**src/rtl/mem_client_arbiter.sv**
```systemverilog
// Round-robin arbiter that funnels NUM_CLIENTS req/ack clients onto the single
// mem_manager port, holding each op stable until a cycle with mem_pause low completes it.
module mem_client_arbiter #(
  parameter int NUM_CLIENTS    = 4,
  parameter int TIMEOUT_CYCLES = 1024,
  parameter int TIMEOUT_W      = 11
) (
  input  logic                      clk,
  input  logic                      rst,
  input  logic [NUM_CLIENTS-1:0]    client_req,
  input  logic [NUM_CLIENTS-1:0]    client_wren,
  input  logic [NUM_CLIENTS*18-1:0] client_addr,
  input  logic [NUM_CLIENTS*32-1:0] client_wdata,
  output logic [NUM_CLIENTS-1:0]    client_ack,
  output logic [31:0]               client_rdata,
  output logic                      mem_wren,
  output logic [17:0]               mem_address,
  output logic [31:0]               mem_data_write,
  input  logic                      mem_pause,
  input  logic [31:0]               mem_data_read,
  output logic                      busy,
  output logic [2:0]                grant_id,
  output logic                      timeout_err
);

  // Handshake: a client raises req with its op fields and holds them until a
  // one-cycle ack; the op is latched at grant, so later input changes are ignored.
  // busy mirrors the FSM state (1 = BUSY) for external observation.
  typedef enum logic {IDLE = 1'b0, BUSY = 1'b1} state_t;

  state_t                 state, state_next;
  logic [7:0]             excl, req_eff;
  logic [3:0]             idx;
  logic [2:0]             rr, pick, rr_next;
  logic                   pick_valid;
  logic                   issue, complete;
  logic                   sel_wren;
  logic [17:0]            sel_addr;
  logic [31:0]            sel_wdata;
  logic [NUM_CLIENTS-1:0] ack_vec;
  logic [TIMEOUT_W-1:0]   cnt;

  // Rotating search from rr; the client being completed is excluded this edge.
  always_comb begin
    excl       = (state == BUSY) ? (8'd1 << grant_id) : 8'd0;
    req_eff    = 8'(client_req) & ~excl;
    idx        = 4'd0;
    pick       = 3'd0;
    pick_valid = 1'b0;
    for (int k = 0; k < NUM_CLIENTS; k++) begin
      idx = {1'b0, rr} + 4'(k);
      if (idx >= 4'(NUM_CLIENTS)) idx = idx - 4'(NUM_CLIENTS);
      if (!pick_valid && req_eff[idx[2:0]]) begin
        pick       = idx[2:0];
        pick_valid = 1'b1;
      end
    end
    sel_wren  = 1'b0;
    sel_addr  = 18'd0;
    sel_wdata = 32'd0;
    for (int i = 0; i < NUM_CLIENTS; i++) begin
      if (pick == 3'(i)) begin
        sel_wren  = client_wren[i];
        sel_addr  = client_addr[i*18 +: 18];
        sel_wdata = client_wdata[i*32 +: 32];
      end
    end
    rr_next = (pick == 3'(NUM_CLIENTS - 1)) ? 3'd0 : pick + 3'd1;
  end

  always_ff @(posedge clk or posedge rst) begin
    if (rst) state <= IDLE;
    else     state <= state_next;
  end

  always_comb begin
    state_next = state;
    case (state)
      IDLE:    if (!mem_pause && pick_valid) state_next = BUSY;
      BUSY:    if (!mem_pause && !pick_valid) state_next = IDLE;
      default: state_next = IDLE;
    endcase
  end

  // Any pause-free edge may issue; in BUSY that same edge also completes.
  always_comb begin
    issue    = !mem_pause && pick_valid;
    complete = (state == BUSY) && !mem_pause;
    for (int i = 0; i < NUM_CLIENTS; i++) begin
      ack_vec[i] = complete && (grant_id == 3'(i));
    end
  end

  always_ff @(posedge clk or posedge rst) begin
    if (rst) begin
      client_ack     <= '0;
      client_rdata   <= 32'd0;
      mem_wren       <= 1'b0;
      mem_address    <= 18'd0;
      mem_data_write <= 32'd0;
      busy           <= 1'b0;
      grant_id       <= 3'd0;
      timeout_err    <= 1'b0;
      rr             <= 3'd0;
      cnt            <= '0;
    end else begin
      client_ack <= ack_vec;
      if (complete) begin
        client_rdata <= mem_data_read;
        cnt          <= '0;
      end else if (state == BUSY) begin
        if (cnt < TIMEOUT_W'(TIMEOUT_CYCLES)) cnt <= cnt + TIMEOUT_W'(1);
        if (cnt >= TIMEOUT_W'(TIMEOUT_CYCLES - 1)) timeout_err <= 1'b1;
      end
      if (issue) begin
        mem_wren       <= sel_wren;
        mem_address    <= sel_addr;
        mem_data_write <= sel_wdata;
        grant_id       <= pick;
        rr             <= rr_next;
        busy           <= 1'b1;
      end else if (complete) begin
        mem_wren <= 1'b0;
        busy     <= 1'b0;
      end
    end
  end

endmodule
```
**config.mk**
```make
export PLATFORM = sky130hd
export DESIGN_NAME = mem_client_arbiter
export DESIGN_NICKNAME = d
export VERILOG_FILES = /design/src/rtl/mem_client_arbiter.sv
export SDC_FILE = /design/constraint.sdc
export NUM_CORES = 1
export LEC_CHECK = 0
export ABC_AREA = 0
export CAP_MARGIN = 20
export CORE_AREA = 2 2 129 131
export CTS_BUF_LIST = sky130_fd_sc_hd__clkbuf_16
export CTS_CLUSTER_DIAMETER = 50
export CTS_CLUSTER_SIZE = 12
export DETAILED_ROUTE_END_ITERATION = 8
export DIE_AREA = 0 0 131 133
export PLACE_DENSITY = 0.83
export SYNTH_ARGS = -nofsm -noshare
export SYNTH_HDL_FRONTEND = slang
export SYNTH_SLANG_ARGS = --single-unit
```
**constraint.sdc**
```tcl
create_clock -name clk -period 4.6 [get_ports clk]
set_input_delay 1.38 -clock clk [delete_from_list [all_inputs] [get_ports clk]]
set_output_delay 1.38 -clock clk [all_outputs]
set_load 0.05 [all_outputs]
```
After elaboration in Yosys (flattened, before gate mapping):

Index checks and enable logic that the tools add are counted.

* bits in registers: 107
* output and inout bits: 92
* word-level logic and storage cells: 106

* add/subtract/negate cells: 9
* order comparisons: 10
* eq/ne operators: 6
* shift-type cells: 1
* muxes and demuxes: 43
* bitwise logic cells: 4
* reduce and logical (&&, ||, !) cells: 22

Operator list (count)
* 32-bit 2-to-1 mux: 4
* 18-bit 2-to-1 mux: 4
* 11-bit 2-to-1 mux: 3
* 3-bit 2-to-1 mux: 9
* 1-bit 2-to-1 mux: 17
* 3-bit by 4-bit < comparator with 1-bit output, second input constant: 4
* 1-bit binary-select mux with 3-bit select: 4
* 3-bit by 2-bit equality test with 1-bit output, second input constant: 4
* 4-bit by 3-bit greater-or-equal comparator with 1-bit output, second input constant: 3
* 3-bit subtractor, second input constant: 4
* 11-bit by 1-bit adder with 11-bit output, second input constant: 1
* 11-bit by 10-bit greater-or-equal comparator with 1-bit output, second input constant: 1
* 11-bit < comparator, second input constant: 1
* 1-bit logical AND: 10
* 3-bit by 2-bit adder with 4-bit output, second input constant: 2
* 4-bit by 8-bit bitwise AND with 8-bit output: 1
* 8-bit 2-to-1 mux: 1
* 8-bit NOT: 1
* 1-bit by 3-bit << shifter with 8-bit output, first input constant: 1
* 3-bit by 1-bit equality test with 1-bit output, second input constant: 2
* 3-bit zero test: 2
* 2-bit nonzero test: 3
* 1-bit zero test: 5
* 3-bit by 1-bit adder with 4-bit output, second input constant: 1
* other kinds (6): 7

Logic depth before layout (Yosys ltp):

* depth in word-level cells: 22
* gate-level depth with buffers: 21

Worst setup path before layout:

No wires, ideal clock.

* path type: in2reg
* from: in client_req[3]
* to: reg mem_data_write[13]
* library setup time: 0.077 ns
* arrival time: 3.894 ns
* data required time: 4.523 ns
* path slack: 0.629 ns
* stages on the path: 15
* path buffers: 3
* path through: a21oi_1 -> o32a_1 -> or4_4 -> o22a_1 -> ha_1 -> clkbuf_1 -> nor2b_1 -> clkbuf_1 -> clkbuf_1 -> a22oi_1 -> nor2_1 -> a21oi_1 -> nor2_1 -> a21oi_1 -> a21oi_1

* longest elaborated chain between the ends: 18
* elaborated cells between the ends (all ways): 32
* classes of those cells: 3 x eq/ne; 20 x mux; 1 x bitwise; 8 x reduce/logical

Ends and longest elaborated chain
* from (decl): RTL line 10 `input logic [NUM_CLIENTS-1:0] client_req,`
* 4-bit by 8-bit bitwise AND with 8-bit output (*): RTL line 46 `req_eff = 8'(client_req) & ~excl;`
* 1-bit binary-select mux with 3-bit select: RTL line 53 `if (!pick_valid && req_eff[idx[2:0]]) begin`
* 1-bit 2-to-1 mux (implied by the code): RTL line 53
* 1-bit 2-to-1 mux: RTL line 53
* 1-bit zero test: RTL line 53
* 1-bit logical AND: RTL line 53
* 1-bit 2-to-1 mux: RTL line 53
* 1-bit zero test: RTL line 53
* 1-bit logical AND: RTL line 53
* 1-bit 2-to-1 mux: RTL line 53
* 1-bit zero test: RTL line 53
* 1-bit logical AND: RTL line 53
* 3-bit 2-to-1 mux: RTL line 53
* 3-bit zero test: RTL line 62 `if (pick == 3'(i)) begin`
* 32-bit 2-to-1 mux (4 in a row): RTL line 62
* to (signal assigned): RTL line 118 `mem_data_write <= sel_wdata;`
* to (decl): RTL line 18 `output logic [31:0] mem_data_write,`

Every way passes the cells marked *; elsewhere a longest branch is shown, timed or not. The select of a mux whose other input is x is not followed.
A chain may end at the register's enable or synchronous reset.

Final worst setup path:

* from: in client_req[0]
* to: reg mem_address[10]

* longest elaborated chain between the ends: 18
* elaborated cells between the ends (all ways): 32
* classes of those cells: 3 x eq/ne; 20 x mux; 1 x bitwise; 8 x reduce/logical

Ends and longest elaborated chain
* 4-bit by 8-bit bitwise AND with 8-bit output (*): RTL line 46
* 1-bit binary-select mux with 3-bit select: RTL line 53
* 1-bit 2-to-1 mux (implied by the code): RTL line 53
* 1-bit 2-to-1 mux: RTL line 53
* 1-bit zero test: RTL line 53
* 1-bit logical AND: RTL line 53
* 1-bit 2-to-1 mux: RTL line 53
* 1-bit zero test: RTL line 53
* 1-bit logical AND: RTL line 53
* 1-bit 2-to-1 mux: RTL line 53
* 1-bit zero test: RTL line 53
* 1-bit logical AND: RTL line 53
* 3-bit 2-to-1 mux (*): RTL line 53
* net pick[0]: RTL line 34 `logic [2:0] rr, pick, rr_next;`
* 3-bit zero test: RTL line 62
* 18-bit 2-to-1 mux (3 in a row): RTL line 62
* 18-bit 2-to-1 mux (*): RTL line 62
* to (signal assigned): RTL line 117 `mem_address <= sel_addr;`
* to (decl): RTL line 17 `output logic [17:0] mem_address,`

The timed path passes the listed nets; every way through them passes the cells marked *. The select of a mux whose other input is x is not followed.

==> impl_results.md <==
- Status: finished, final reports clean
- DRC violations left: 0
- Critical path class: input pin to flip-flop
- PortBufs: 334
- Share of power burned in registers: 18.0%
- RSZ-0062 raised after global routing: no
- Clk Tree Root Cell: clkbuf_16
- Cell mode on critical path: a21oi_1
- Die H: 133 µm
- Clock Skews: 0.01227 ns
- Crit-path slowest cell: clkdlybuf4s50_1
- Switching Share: 52.62%
- Die area: 17420 µm²
- Fmax: 238.2 MHz
- Area delta synth->final: 68.59%
- Initial core utilization: 36.01%
- Largest area contributor in the synthesized netlist: dfrtp_1
- Internal cell power: 4.198 mW
- Hold slack: 0.4765 ns
- Gp weighted congestion: 0.9258
- Gate Count Post-Synth: 748
- Worst endpoint data arrival time: 4.47 ns
- Most used DFF post-synth: dfrtp_1
- Fill cells: 1402
- Via count: 6577
- Detailed placer's ending HPWL: 16160 µm
- Initial antenna violation count: 2
- FF+latch count, synth: 107
- CP Max Fanout: 38
- Number of global-route vias before repair: 6377
- Most common cell in the synthesized netlist: a21oi_1
- Max Cap Viol: 0
- NetSw: 4.663 mW
- Final #Nets: 1305
- Final Hold Fails: 0
- Drt first pass iters: 7
- Mapped Avg Cell Area: 7.785 µm²
- Worst Max-Slew Pin Slew: 0.8004 ns
- Pwr Density: 902.6 nW/µm²
- Post-CTS Repair Setup Buffers: 0
- Global-route wire length before repair: 32320 µm
- Logic pwr share: 73.0%
- Crit path cell chain: clkdlybuf4s50_1 > and2_1 > a32oi_1 > o32a_1 > or4_4 > a21oi_1 > a21oi_1 > inv_1 > ha_2 > buf_4 > a22oi_1 > nor2_1 > a21oi_1 > nor2_1 > a21oi_1 > a21oi_1
- Top post-synthesis cells by count: a21oi_1, nor2_1, dfrtp_1, nand2_1, a22oi_1
- Setup ws final: 0.4017 ns
- Post-CTS sizing: 0
- I/O Pins: 335
- Slew headroom: 46.64%
- Critical Path RT: 4.87 ns
- Delay of the slowest critical-path stage: 0.53 ns
- Register area share after synthesis: 45.98%
- Leading post-synthesis cells by cell area: dfrtp_1, a21oi_1, nor2_1
- WP buf/inv: 3
- Starting DRT DRC Count: 490
- Clock transition time at the flip-flop clock pins of the worst setup and hold paths: 0.08 ns
- Setup violators final: 0
- Routed Antenna Nets: 0
- Maximum vdd drop: 632.8 µV
- Layout cells sized above 1: 4.623%
- Lkg Pwr: 4.134 nW
- CTS tree: done
- WL final: 20860 µm
- Hold_buf cts: 0
- Core Area: 16170 µm²
- Routed length per instance: 16.27 µm
- Avg Vias per Cell: 5.130
- Total track usage: 23.76%
- Num CTS Buffers: 9
- CP endpoint kind: flip-flop
- Hold Crit Class: flip-flop to flip-flop
- Place WS: 0.07084 ns
- Netlist Area Pre-Place: 5823 µm²
- Yosys warnings: 0
- Syn nets: 998
- Area share of the largest cell type after synthesis: 45.98%
- Post-synth EDFFs: 0
- Clock Latency Late Sink: 0.35 ns
- Pin count of the biggest net entering global routing: 72
- Top Family by Delay on Critical Path: buffers and inverters
- Fin crit share: 91.27%
- Gr ovfl total: 0
- Async set or reset register ratio after synthesis: 100.0%
- H-tree Lvls: 3
- Fin crit period: 4.198 ns
- Clock power share: 9.0%
- Yosys cell types: 43
- Post-Route Setup TNS: 0 ns
- Layout Utilization: 60.70%
- Num rows: 47
- Final Slew Violations: 0
- Sink Count: 107
- Clock tree buffer depth: 2
- CP startpoint kind: input pin
- Die width: 131 µm
-- worst paths after layout --
check	startpoint	endpoint	slack, ns	cells after the start
max reg2reg	rr[1]	mem_address[10]	0.82	17
min in group asynchronous	rst	client_rdata[17]	1.53	2
max in group asynchronous	rst	cnt[3]	2.32	3
min	client_rdata[24]	client_rdata[24]	0.48	2
max	client_req[0]	mem_address[10]	0.40	16
min reg2reg	client_rdata[24]	client_rdata[24]	0.48	2
-- power groups by stage --
stage	clock network, mW	registers [mW]	logic (mW)
final	0.795	1.60	6.47
after detailed placement	0	1.61	6.48
after floorplan	0	2.83	3.12
after global routing	0.858	1.64	7.11
after CTS	0.821	1.60	6.50
after global placement	0	1.60	6.35
-- registers in the layout, summed over array words and instances (netlist names), named ones only --
signal / cells
timeout_err: 1
busy: 1
cnt: 11
mem_data_write: 32
client_rdata: 32
grant_id: 3
mem_wren: 1
mem_address: 18
rr: 3
client_ack: 4
-- area by class of cell --
cell class | count | area [µm²] | share of cell area (%)
Antenna cell | 2 | 5.005 | 0.05098
Clock buffer | 9 | 225.2 | 2.294
Clock inverter | 7 | 75.07 | 0.7647
Inverter | 16 | 62.56 | 0.6373
Multi-Input combinational cell | 567 | 2903 | 29.57
Sequential cell | 107 | 2678 | 27.28
Tap cell | 220 | 275.3 | 2.804
Timing Repair Buffer | 354 | 3593 | 36.60
-- worst register-to-register path: cells and delay by family, from the launching register on --
| family | cells | cell delay, ns |
|---|---|---|
| AND/OR/NAND/NOR | 3 | 0.72 |
| AO/OA/AOI/OAI | 8 | 1.15 |
| flip-flops | 1 | 0.43 |
| adder cells (fa/ha/maj) | 2 | 0.61 |
| buffers and inverters | 4 | 0.81 |
-- through the flow --
step / cells / power [mW] / instance area [µm²]
after CTS: 1280 / 8.919 / 9812
after detailed placement: 1264 / 8.095 / 9512
final: 1282 / 8.860 / 9817
after floorplan: 748 / 5.952 / 5823
after global placement: 1264 / 7.947 / 9512
after global routing: 1282 / 9.605 / 9817
-- routing by layer --
layer  GRT usage (%)  up-vias  part of all wire (%)
met3           7.117       43                   9.3
met2           40.33      298                    51
li1                -     3202                     -
met4           9.752        0                   3.2
met5               0        -                     0
met1           27.71     3034                    37
-- layout by cell type (no fill, tap or decap), drive strengths merged, types with 7 or more instances in the layout --
cell type and instances:
o21ai 12, ha 7, nor2 159, clkdlybuf4s50 334
a22oi 52, clkbuf 9, nand3 9, dfrtp 107
nand2 108, a21oi 170, buf 20, inv 19
-- cells by family (layout without fill, tap and decap cells) --
family | count (synthesis) | count (layout) | synth area share (%)
simple gates | 305 | 305 | 21.64
compound gates | 250 | 250 | 24.84
flops | 107 | 107 | 45.98
buf+inv | 74 | 386 | 5.006
fa+ha+maj | 7 | 7 | 1.504
mux | 3 | 3 | 0.7305
xor+xnor | 2 | 2 | 0.3009
other cells | 0 | 2 | 0
Note: power is estimated with default switching activity, not from simulation.
